**src/rtl/restoring_divider_seq_if.sv**
```systemverilog
// Handshake bundle for the restoring divider: operand request side and result side.
interface restoring_divider_seq_if #(
    parameter int DIVIDEND_W = 5,
    parameter int DIVISOR_W  = 2
);
    logic                  in_valid;
    logic                  in_ready;
    logic [DIVIDEND_W-1:0] dividend;
    logic [DIVISOR_W-1:0]  divisor;
    logic                  out_valid;
    logic                  out_ready;
    logic [DIVIDEND_W-1:0] quotient;
    logic [DIVISOR_W-1:0]  remainder;
    logic                  div_by_zero;

    modport master (
        output in_valid, dividend, divisor, out_ready,
        input  in_ready, out_valid, quotient, remainder, div_by_zero
    );

    modport slave (
        input  in_valid, dividend, divisor, out_ready,
        output in_ready, out_valid, quotient, remainder, div_by_zero
    );
endinterface

```
**src/rtl/restoring_divider_seq.sv**
```systemverilog
// Sequential unsigned restoring divider: one quotient bit per clock, valid/ready on both sides.
module restoring_divider_seq #(
    parameter int DIVIDEND_W = 5,
    parameter int DIVISOR_W  = 2
) (
    input  logic                    clock,
    input  logic                    reset,
    restoring_divider_seq_if.slave  bus
);
    localparam logic [1:0] S_IDLE = 2'd0;
    localparam logic [1:0] S_CALC = 2'd1;
    localparam logic [1:0] S_DONE = 2'd2;

    localparam int             CNT_W    = $clog2(DIVIDEND_W + 1);
    localparam logic [CNT_W-1:0] CNT_INIT = CNT_W'(DIVIDEND_W);

    logic [1:0]            state_q,   state_d;
    logic [CNT_W-1:0]      cnt_q,     cnt_d;
    logic [DIVIDEND_W-1:0] quo_q,     quo_d;
    logic [DIVISOR_W:0]    prem_q,    prem_d;
    logic [DIVISOR_W-1:0]  dvs_q,     dvs_d;
    logic [DIVISOR_W-1:0]  rem_q,     rem_d;
    logic                  dbz_q,     dbz_d;

    logic [DIVISOR_W+1:0]  shifted;
    logic [DIVISOR_W+1:0]  trial;
    logic                  neg;

    // Partial remainder stays below the divisor, so DIVISOR_W+2 bits keep the sign honest.
    assign shifted = {prem_q, quo_q[DIVIDEND_W-1]};
    assign trial   = shifted - {2'b00, dvs_q};
    assign neg     = trial[DIVISOR_W+1];

    always_comb begin
        state_d = state_q;
        cnt_d   = cnt_q;
        quo_d   = quo_q;
        prem_d  = prem_q;
        dvs_d   = dvs_q;
        rem_d   = rem_q;
        dbz_d   = dbz_q;
        case (state_q)
            S_IDLE: begin
                if (bus.in_valid) begin
                    quo_d  = bus.dividend;
                    dvs_d  = bus.divisor;
                    prem_d = '0;
                    if (bus.divisor != '0) begin
                        cnt_d   = CNT_INIT;
                        state_d = S_CALC;
                    end else begin
                        quo_d   = '1;
                        rem_d   = '0;
                        dbz_d   = 1'b1;
                        state_d = S_DONE;
                    end
                end
            end
            S_CALC: begin
                prem_d = neg ? shifted[DIVISOR_W:0] : trial[DIVISOR_W:0];
                quo_d  = (quo_q << 1) | DIVIDEND_W'(!neg);
                cnt_d  = cnt_q - 1'b1;
                if (cnt_q == CNT_W'(1)) begin
                    rem_d   = prem_d[DIVISOR_W-1:0];
                    dbz_d   = 1'b0;
                    state_d = S_DONE;
                end
            end
            S_DONE: begin
                if (bus.out_ready) state_d = S_IDLE;
            end
            default: state_d = S_IDLE;
        endcase
    end

    always_ff @(posedge clock) begin
        if (reset) begin
            state_q <= S_IDLE;
            cnt_q   <= '0;
            quo_q   <= '0;
            prem_q  <= '0;
            dvs_q   <= '0;
            rem_q   <= '0;
            dbz_q   <= 1'b0;
        end else begin
            state_q <= state_d;
            cnt_q   <= cnt_d;
            quo_q   <= quo_d;
            prem_q  <= prem_d;
            dvs_q   <= dvs_d;
            rem_q   <= rem_d;
            dbz_q   <= dbz_d;
        end
    end

    assign bus.in_ready    = (state_q == S_IDLE);
    assign bus.out_valid   = (state_q == S_DONE);
    assign bus.quotient    = quo_q;
    assign bus.remainder   = rem_q;
    assign bus.div_by_zero = dbz_q;
endmodule

```
**src/flat_wrapper.sv**
```systemverilog
// flat-port wrapper written by rule: the top's interface ports become plain ports
module restoring_divider_seq_flat 
#(
    parameter int DIVIDEND_W = 5,
    parameter int DIVISOR_W  = 2
)
  (clock, reset, bus_in_valid, bus_dividend, bus_divisor, bus_out_ready, bus_in_ready, bus_out_valid, bus_quotient, bus_remainder, bus_div_by_zero);
  restoring_divider_seq_if #(.DIVIDEND_W(DIVIDEND_W), .DIVISOR_W(DIVISOR_W)) bus_i ();
  input  logic clock;
  input  logic reset;
  input wire logic [$bits(bus_i.in_valid)-1:0] bus_in_valid;
  input wire logic [$bits(bus_i.dividend)-1:0] bus_dividend;
  input wire logic [$bits(bus_i.divisor)-1:0] bus_divisor;
  input wire logic [$bits(bus_i.out_ready)-1:0] bus_out_ready;
  output wire logic [$bits(bus_i.in_ready)-1:0] bus_in_ready;
  output wire logic [$bits(bus_i.out_valid)-1:0] bus_out_valid;
  output wire logic [$bits(bus_i.quotient)-1:0] bus_quotient;
  output wire logic [$bits(bus_i.remainder)-1:0] bus_remainder;
  output wire logic [$bits(bus_i.div_by_zero)-1:0] bus_div_by_zero;
  assign bus_i.in_valid = bus_in_valid;
  assign bus_i.dividend = bus_dividend;
  assign bus_i.divisor = bus_divisor;
  assign bus_i.out_ready = bus_out_ready;
  assign bus_in_ready = bus_i.in_ready;
  assign bus_out_valid = bus_i.out_valid;
  assign bus_quotient = bus_i.quotient;
  assign bus_remainder = bus_i.remainder;
  assign bus_div_by_zero = bus_i.div_by_zero;
  restoring_divider_seq #(.DIVIDEND_W(DIVIDEND_W), .DIVISOR_W(DIVISOR_W)) u_core (.clock(clock), .reset(reset), .bus(bus_i));
endmodule
```
**config.mk**
```make
export PLATFORM = sky130hd
export DESIGN_NAME = restoring_divider_seq_flat
export DESIGN_NICKNAME = d
export VERILOG_FILES = /design/src/rtl/restoring_divider_seq_if.sv /design/src/rtl/restoring_divider_seq.sv /design/src/flat_wrapper.sv
export SDC_FILE = /design/constraint.sdc
export NUM_CORES = 1
export LEC_CHECK = 0
export ABC_AREA = 1
export CORE_MARGIN = 4
export CORE_UTILIZATION = 51
export DETAILED_ROUTE_END_ITERATION = 16
export PLACE_DENSITY = 0.87
export SLEW_MARGIN = 10
export SYNTH_ARGS = -nofsm -noshare
export SYNTH_HDL_FRONTEND = slang
export SYNTH_SLANG_ARGS = --single-unit
```
**constraint.sdc**
```tcl
create_clock -name clock -period 4.55 [get_ports clock]
set_clock_uncertainty 0.15 [all_clocks]
set_input_delay 0.6825 -clock clock [delete_from_list [all_inputs] [get_ports clock]]
set_output_delay 0.6825 -clock clock [all_outputs]
set_load 0.005 [all_outputs]
```
==> results of run 1 <==
-- critical path, delay by kind of cell, from the launching register on --
family	cells	cell delay, ns
AND/OR/NAND/NOR	1	0.25
buffers and inverters	1	0.56
flip-flops	1	0.37
-- final timing paths --
check	slack, ns	startpoint	end	cells after the start
max	2.24	u_core.state_q[1]$_SDFFE_PP0P_	bus_in_ready	2
min	0.33	u_core.cnt_q[2]$_SDFFE_PP0P_	u_core.cnt_q[2]$_SDFFE_PP0P_	2
max reg2reg	2.83	u_core.bus.quotient[4]$_SDFFE_PP0P_	u_core.prem_q[2]$_SDFFE_PP0P_	10
min reg2reg	0.33	u_core.cnt_q[2]$_SDFFE_PP0P_	u_core.cnt_q[2]$_SDFFE_PP0P_	2
-- power by group --
part           internal, W  switching (W)
Combinational    0.0000662      0.0000826
Clock            0.0000489      0.0000514
Sequential        0.000177      0.0000132
Total             0.000292       0.000147
-- logic make-up (layout without fill, tap and decap cells) --
group / after synthesis / after routing
AO/OA/AOI/OAI: 25 / 25
AND/OR/NAND/NOR: 64 / 64
flip-flops: 18 / 18
adder cells (fa/ha/maj): 5 / 5
buffers and inverters: 27 / 50
-- metal layers --
| metal | vias up | global-route usage | routed length [µm] |
|---|---|---|---|
| met2 | 26 | 0.2797 | 973 |
| met3 | 4 | 0.04011 | 113 |
| li1 | 484 | - | - |
| met4 | 0 | 0.09170 | 34 |
| met1 | 431 | 0.2224 | 967 |
| met5 | - | 0 | 0 |
-- per-stage QoR --
stage / instances / util
2_1_floorplan: 139 / -
3_3_place_gp: 183 / 0.6787
3_5_place_dp: 183 / 0.6787
4_1_cts: 187 / 0.6993
5_1_grt: 187 / 0.6993
6_report: 187 / 0.6993
-- Yosys cell counts, drive strengths merged --
cell type,instances
ha,4
fa,1
or2,1
a21oi,12
nand3,13
o211ai,3
o21ai,9
a31oi,1
buf,1
nor2,8
dfxtp,18
inv,24
clkinv,2
nand2,42
-- area by class of cell --
type | instances | area, µm²
clock buffer | 4 | 36.28
fill | 163 | 530.5
inverter | 26 | 101.3
multi-input combinational | 94 | 504.2
sequential | 18 | 360.3
tap | 25 | 31.28
timing repair buffer | 20 | 200.2
-- registers in the layout, summed over array words and instances, names as in the netlist --
signal                  cells
u_core.bus.quotient         5
u_core.bus.remainder        2
u_core.cnt_q                3
u_core.prem_q               3
u_core.dvs_q                2
u_core.bus.div_by_zero      1
u_core.state_q              2
==> results by group, run 1 <==
Yosys
  – Synth Area in Compound Gates: 0.1418
  – Post-Syn Area: 970.9 µm²
  – Avg Cell Area, Syn: 6.985 µm²
  – Unique masters post-synth: 22
  – Synth area leader: dfxtp_1
  – Syn nets: 155
  – Flops & latches, synth: 18
  – Simple-Gate Fraction of Synth Area: 0.3054
  – Share of the synthesized area in the top cell type: 0.3711
  – Mux contribution to synthesized area: 0
  – Adder-Cell Fraction of Synth Area: 0.07216
  – Mapped Cells: 139
  – Top post-synthesis cells by area: dfxtp_1, nand2_1, inv_1
  – Largest family of logic cells by synthesized area: simple AND/OR/NAND/NOR gates
  – Share of the yosys chip area belonging to registers: 0.3711
  – Post-synthesis share of cell area spent on xor and xnor gates: 0
  – Yosys warning count: 0

Floorplan
  – Top Ports: 21
  – Die X: 51.63 µm
  – Die ar.: 2666 µm²
  – Num rows: 15
  – Die span in y: 51.63 µm
  – Core area: 1764 µm²
  – Starting Density: 0.5504

Setup path
  – Worst path cell trace: nor2_2, clkdlybuf4s50_1
  – CP max FO: 4
  – Crit path DAT: 1.48 ns
  – CP endpoint kind: output pin
  – Critical path's slowest cell: clkdlybuf4s50_1
  – Crit-path max cell delay: 0.56 ns
  – Crit path kind: reg2out
  – CP required: 3.72 ns
  – CP Launch Type: register

Route
  – Routed via count: 945
  – Pre-antenna DRT Iters: 4
  – Via/cell ratio: 5.053
  – Residual DRC count: 0
  – Final WL: 2089 µm
  – 1st-iter DRT viols: 24
  – Antenna viol nets, final: 0
  – Wire per inst: 11.17 µm

Clock network
  – TritonCTS Buffers: 3
  – Clock tree buffer depth: 2
  – CTS resizes: 0
  – Clk_lat worst skew: 0.30 ns
  – CTS HTree Levels: 1
  – Clk sinks: 18
  – Worst-path clk slew: 0.10 ns
  – Post-CTS Hold Buffers: 0
  – Post-CTS Setup Inserts: 0
  – CTS tree: done
  – Root buffer cell: clkbuf_4

STA
  – FMAX: 432.7 MHz
  – Fin crit period: 2.311 ns
  – Worst-Margin Slew: 0.4216 ns
  – Final setup viols: 0
  – Max-slew violations: 0
  – Final hold viol count: 0
  – Rel. slew slack: 0.7179
  – Setup_tns: 0 ns
  – Final clock period utilization by the worst path: 0.5079
  – PnR worst setup slack: 2.239 ns
  – Unrepaired setup endpoints after global routing: no
  – Final Hold Slack: 0.3291 ns

Power
  – Power Total: 0.0004391 W
  – Maximum VDD drop: 223.3 µV
  – PD cells: 356.0 nW/µm²
  – LEAKAGE: 0.5463 nW

Global routing
  – Number of global-route vias before repair: 870
  – Total Routing Usage GR: 0.1765
  – First-pass GRT wire length: 3581 µm
  – Largest net degree at the start of global routing: 11
  – Grt ovf: 0
  – Antenna violations before repair: 0

Finish
  – Final nets: 179
  – Most common cell after layout, fill and taps aside: nand2_1
  – P&R area growth vs syn: 27.06%
  – Most frequent cells in the layout: nand2_1, inv_1, clkdlybuf4s50_1
  – Fraction of layout cells with a size suffix above 1: 0.09259
  – ANT cells: 0
  – Final instance area: 1234 µm²

Worst hold path
  – Hold crit path type: reg2reg

Placed design
  – Post-Place Cell Area: 1197 µm²
  – Port bufs: 20
  – GPL Wtd Cong: 0.7944
  – Worst slack, placed: 2.333 ns
  – Hpwl dp: 1619 µm

Flow run
  – Maxcap violations: 0

Status
  – Status: complete, no violations
No activity file was read; power rests on OpenSTA's default activity.
==> run 2: changes to the inputs <==
CORE_UTILIZATION = 44   (was 51)
PLACE_DENSITY = 0.81   (was 0.87)
clock period = 1.9 ns   (was 4.55 ns; I/O delays follow)
==> run 2 against run 1 <==
Largest cell class unchanged; largest power group unchanged; design area grew 2.1%; clock power grew 130%; sequential share of layout area fell by 0.31 points; critical path depth is 1 higher.
==> results by group, run 2 (synthesized netlist as in run 1, its figures left out) <==
Setup path
  – Worst R2R Setup Slack: 0.21 ns (-2.62 ns)
  – Reg2reg path depth: 10 (unchanged)
  – CP Launch Type: register
  – CP max FO: 3 (-1)
  – Worst R2R End: u_core.prem_q[2]$_SDFFE_PP0P_
  – CP required: 1.46 ns (-2.26 ns)
  – CP delay by family, top: buffers and inverters
  – Worst path cell trace: inv_1, nor2_1, clkdlybuf4s50_1
  – CP startpoint: u_core.state_q[1]$_SDFFE_PP0P_
  – Worst r2r src: u_core.bus.quotient[4]$_SDFFE_PP0P_
  – Crit path kind: reg2out
  – Crit-path max cell delay: 0.52 ns (-0.04 ns)
  – WP buf/inv: 2 (+1)
  – CP endpoint kind: output pin
  – Crit path DAT: 1.35 ns (-0.13 ns)
  – Critical path's slowest cell: clkdlybuf4s50_1

Floorplan
  – Die span in y: 54.98 µm (+6.5%)
  – Num rows: 16 (+1)
  – Core area: 2022 µm² (+15%)
  – Top Ports: 21 (unchanged)
  – Starting Density: 0.4802 (-0.07016)
  – Die ar.: 3022 µm² (+13%)
  – Die X: 54.98 µm (+6.5%)

Route
  – Via/cell ratio: 4.874 (-3.5%)
  – Wire per inst: 10.99 µm (-1.6%)
  – Pre-antenna DRT Iters: 4 (unchanged)
  – Final WL: 2100 µm (+0.53%)
  – 1st-iter DRT viols: 12 (-50%)
  – Residual DRC count: 0 (unchanged)
  – Antenna viol nets, final: 0 (unchanged)
  – Routed via count: 931 (-1.5%)

Finish
  – Final nets: 181 (+1.1%)
  – Most common cell after layout, fill and taps aside: nand2_1
  – Fraction of layout cells with a size suffix above 1: 0.1098 (+0.01716)
  – Most frequent cells in the layout: nand2_1, inv_1, clkdlybuf4s50_1
  – ANT cells: 0 (unchanged)
  – Largest register FFs: 5 (unchanged)
  – P&R area growth vs syn: 29.77%
  – Non-Filler Instances: 191 (+2.1%)

Clock network
  – Clock tree buffer depth: 2 (unchanged)
  – TritonCTS Buffers: 3 (unchanged)
  – Clk sinks: 18 (unchanged)
  – CTS tree: done
  – Root buffer cell: clkbuf_4
  – Post-CTS Hold Buffers: 0 (unchanged)
  – Worst-path clk slew: 0.10 ns (about the same)
  – CTS HTree Levels: 1 (unchanged)
  – Clk_lat worst skew: 0.28 ns (-0.02 ns)

Worst hold path
  – Cell count of the worst hold path: 2 (unchanged)
  – Hold Startpoint: u_core.cnt_q[2]$_SDFFE_PP0P_
  – Hold path endpoint: u_core.cnt_q[2]$_SDFFE_PP0P_
  – Hold crit path type: reg2reg

STA
  – Worst-Margin Slew: 0.2911 ns (-0.1305 ns)
  – Rel. slew slack: 0.8048 (+0.08684)
  – Max-slew violations: 0 (unchanged)
  – Setup_tns: 0 ns (unchanged)
  – Unrepaired setup endpoints after global routing: no
  – Final clock period utilization by the worst path: 0.9396
  – Fin crit period: 1.785 ns
  – Final hold viol count: 0 (unchanged)
  – Final setup viols: 0 (unchanged)
  – FMAX: 560.2 MHz
  – PnR worst setup slack: 0.1148 ns (-2.124 ns)

Power
  – LEAKAGE: 0.5587 nW (+2.3%)
  – PD cells: 831.5 nW/µm² (+130%)
  – Maximum VDD drop: 582.9 µV (+160%)
  – Power Total: 0.001048 W (+140%)

Placed design
  – Port bufs: 20 (unchanged)
  – Placed cells: 187 (+2.2%)
  – Hpwl dp: 1681 µm (+3.8%)
  – GPL Wtd Cong: 0.7993 (+0.62%)
  – Worst slack, placed: 0.2206 ns (-2.113 ns)

Global routing
  – First-pass GRT wire length: 3560 µm (-0.59%)
  – Grt ovf: 0 (unchanged)
  – Antenna violations before repair: 0 (unchanged)
  – Number of global-route vias before repair: 870 (unchanged)
  – Total Routing Usage GR: 0.1637 (-0.01286)
  – Largest net degree at the start of global routing: 11 (unchanged)

Flow run
  – Maxcap violations: 0 (unchanged)

Status
  – Status: complete, no violations
run 2: timing repair:
action,CTS,global route
endpoints found under the setup margin,0,2
setup buffers,0,0
resized for setup,0,3
run 2: worst max path at each step:
stage | endpoint | slack [ns] | cells after the start
floorplan | u_core.prem_q[2]$_SDFFE_PP0P_ | 0.30 | 10
global placement | u_core.bus.div_by_zero$_SDFFE_PP0P_ | 0.23 | 8
detailed placement | u_core.prem_q[2]$_SDFFE_PP0P_ | 0.22 | 10
CTS | bus_in_ready | 0.01 | 2
global route | bus_out_valid | 0.01 | 3
finish | bus_out_valid | 0.11 | 3
run 2: worst register-to-register path, delay by kind of cell, from the launching register on:
kind | cells | cell delay, ns
adders and majority gates | 2 | 0.61
DFF | 1 | 0.34
and+or+nand+nor | 5 | 0.28
buffers and inverters | 2 | 0.13
AOI/OAI and AO/OA | 1 | 0.12
run 2: power by group:
group | switching, W | total [W] | leakage [nW] | internal (W)
sequential | 0.0000338 | 0.000457 | 0.149 | 0.000424
clock | 0.000115 | 0.000232 | 0.0210 | 0.000117
combinational | 0.000196 | 0.000359 | 0.389 | 0.000162
run 2: area by class of cell:
cell class / instances / area, µm²
clock buffer: 4 / 36.28
tap: 27 / 33.78
fill: 173 / 762.0
sequential: 18 / 364.1
timing repair buffer: 22 / 215.2
multi-input combinational: 94 / 509.2
inverter: 26 / 101.3
run 2: per-layer routing:
| layer | vias up | track usage | wire (µm) | part of all wire |
|---|---|---|---|---|
| met4 | 0 | 0.05263 | 16 | 0.0076 |
| met1 | 425 | 0.1908 | 950 | 0.45 |
| met2 | 18 | 0.2953 | 1029 | 0.49 |
| met3 | 2 | 0.03485 | 104 | 0.050 |
| met5 | - | 0 | 0 | 0 |
| li1 | 486 | - | - | - |
run 2: metrics by stage:
step	hold slack [ns]	utilization	area [µm²]
2_1_floorplan	0.2947	-	970.9
3_3_place_gp	0.3098	0.6009	1215
3_5_place_dp	0.3161	0.6009	1215
4_1_cts	0.3347	0.6188	1251
5_1_grt	0.3737	0.6231	1260
6_report	0.3345	0.6231	1260
==> run 3: changes to the inputs <==
RECOVER_POWER = 50   (was default)
==> run 3 against run 2 <==
Sequential power barely moved; worst setup slack gained 0.00095 ns; non-clock buffer count did not move; hold slack about the same; cell count is the same; critical path depth down 1; flip-flop and latch count did not move; critical path type unchanged; via count down 0.54%; design area shrank 0.70%; count of clock-buffer cells in the layout unchanged; highest routed layer unchanged; critical endpoint is now bus_in_ready; largest cell class unchanged.
==> results by group, run 3 (synthesized netlist as in run 1, its figures left out) <==
Status
  – Status: complete, no violations

STA
  – Rel. slew slack: 0.8036 (-0.001153)
  – Worst-Margin Slew: 0.2939 ns (+0.002818 ns)
  – FMAX: 560.5 MHz (about the same)
  – Fin crit period: 1.784 ns (-0.0009550 ns)
  – Unrepaired setup endpoints after global routing: no
  – Setup_tns: 0 ns (unchanged)
  – Final setup viols: 0 (unchanged)
  – Max-slew violations: 0 (unchanged)
  – Final clock period utilization by the worst path: 0.9391 (about the same)
  – Final hold viol count: 0 (unchanged)
  – PnR worst setup slack: 0.1157 ns (+0.0009550 ns)

Power
  – Logic pwr share: 0.337 (-0.005)
  – Net Sw Power: 0.0003403 W (-1.4%)
  – PD cells: 829.1 nW/µm² (-0.28%)
  – Clock power share: 0.223 (+0.002)
  – P_int: 0.0006971 W (-0.75%)
  – LEAKAGE: 0.5655 nW (+1.2%)
  – Power Total: 0.001037 W (-0.97%)
  – Reg power frac: 0.440 (+0.003)
  – Maximum VDD drop: 575.7 µV (-1.2%)
  – Sw frac: 0.3281 (-0.001512)

Finish
  – Final nets: 181 (unchanged)
  – Non-Filler Instances: 191 (unchanged)
  – Largest register FFs: 5 (unchanged)
  – Fraction of layout cells with a size suffix above 1: 0.09146 (-0.01829)
  – Most common cell after layout, fill and taps aside: nand2_1
  – Most frequent cells in the layout: nand2_1, inv_1, clkdlybuf4s50_1, dfxtp_1, nand3_1
  – ANT cells: 0 (unchanged)
  – P&R area growth vs syn: 28.87%

Route
  – Via/cell ratio: 4.848 (-0.54%)
  – Residual DRC count: 0 (unchanged)
  – Final WL: 2080 µm (-0.95%)
  – Wire per inst: 10.89 µm (-0.95%)
  – Antenna viol nets, final: 0 (unchanged)
  – 1st-iter DRT viols: 15 (+3)
  – Pre-antenna DRT Iters: 4 (unchanged)
  – Routed via count: 926 (-0.54%)

Global routing
  – Number of global-route vias before repair: 870 (unchanged)
  – Grt ovf: 0 (unchanged)
  – Total Routing Usage GR: 0.1637 (unchanged)
  – Antenna violations before repair: 0 (unchanged)
  – Largest net degree at the start of global routing: 11 (unchanged)
  – First-pass GRT wire length: 3560 µm (unchanged)

Clock network
  – Clock tree buffer depth: 2 (unchanged)
  – TritonCTS Buffers: 3 (unchanged)
  – Post-CTS Setup Inserts: 0 (unchanged)
  – Clk sinks: 18 (unchanged)
  – Post-CTS Hold Buffers: 0 (unchanged)
  – CTS HTree Levels: 1 (unchanged)
  – CTS tree: done
  – Clk_lat worst skew: 0.28 ns (about the same)
  – Root buffer cell: clkbuf_4
  – CTS resizes: 0 (unchanged)
  – Worst-path clk slew: 0.10 ns (about the same)

Floorplan
  – Num rows: 16 (unchanged)
  – Die X: 54.98 µm (unchanged)
  – Starting Density: 0.4802 (unchanged)
  – Core area: 2022 µm² (unchanged)
  – Die span in y: 54.98 µm (unchanged)
  – Top Ports: 21 (unchanged)
  – Die ar.: 3022 µm² (unchanged)

Placed design
  – Placed cells: 187 (unchanged)
  – Worst slack, placed: 0.2206 ns (unchanged)
  – GPL Wtd Cong: 0.7993 (unchanged)
  – Port bufs: 20 (unchanged)
  – Hpwl dp: 1681 µm (unchanged)

Setup path
  – CP Launch Type: register
  – Critical path's slowest cell: clkdlybuf4s50_1
  – CP max FO: 4 (+1)
  – CP required: 1.46 ns (about the same)
  – Worst path cell trace: nor2_4, clkdlybuf4s50_1
  – Crit-path max cell delay: 0.52 ns (about the same)
  – Crit path kind: reg2out
  – CP endpoint kind: output pin
  – Crit path DAT: 1.35 ns (about the same)

Flow run
  – Maxcap violations: 0 (unchanged)

Worst hold path
  – Hold crit path type: reg2reg
-- run 3: changes by cell type in the layout (fill, tap and decap cells not counted), sizes merged --
cell / change
clkdlybuf4s50: -3
inv: +1
dlygate4sd3: +3
clkinv: -1
-- run 3: power by group through the flow --
stage	logic [W]	registers (W)	clock network (W)
CTS	0.000360	0.000456	0.000238
finish	0.000349	0.000457	0.000231
floorplan	0.000231	0.000460	0
global route	0.000399	0.000464	0.000256
detailed placement	0.000358	0.000464	0
global placement	0.000347	0.000462	0
-- run 3: final cells by class --
cell class,count,area [µm²]
Multi-Input combinational cell,94,501.7
Clock buffer,4,36.28
Timing Repair Buffer,22,215.2
Tap cell,27,33.78
Inverter,26,100.1
Sequential cell,18,364.1
Fill cell,176,770.7
-- run 3: per-layer routing --
layer	routed length, µm	GRT usage	vias up	part of all wire
met5	0	0	-	0
met1	952	0.1908	423	0.46
met3	91	0.03485	2	0.044
met2	1016	0.2953	16	0.49
met4	19	0.05263	0	0.0091
li1	-	-	485	-
-- run 3: path summary, 6_finish.rpt --
kind / startpoint / to / slack [ns] / cells past startpoint
worst min-delay path: u_core.cnt_q[2]$_SDFFE_PP0P_ / u_core.cnt_q[2]$_SDFFE_PP0P_ / 0.33 / 2
worst max-delay path: u_core.state_q[1]$_SDFFE_PP0P_ / bus_in_ready / 0.12 / 2
worst max register to register: u_core.state_q[0]$_SDFFE_PP0P_ / u_core.bus.div_by_zero$_SDFFE_PP0P_ / 0.19 / 8
worst min register to register: u_core.cnt_q[2]$_SDFFE_PP0P_ / u_core.cnt_q[2]$_SDFFE_PP0P_ / 0.33 / 2
-- run 3: metrics by stage --
step	instance area [µm²]	utilization	hold slack (ns)
after floorplan	970.9	-	0.2947
after global placement	1215	0.6009	0.3098
after detailed placement	1215	0.6009	0.3161
after CTS	1251	0.6188	0.3347
after global routing	1251	0.6188	0.3737
final	1251	0.6188	0.3344
-- run 3: critical path, delay by kind of cell, from the launching register on --
kind | cells | cell delay (ns)
buffers and inverters | 1 | 0.52
and+or+nand+nor | 1 | 0.16
DFF | 1 | 0.38
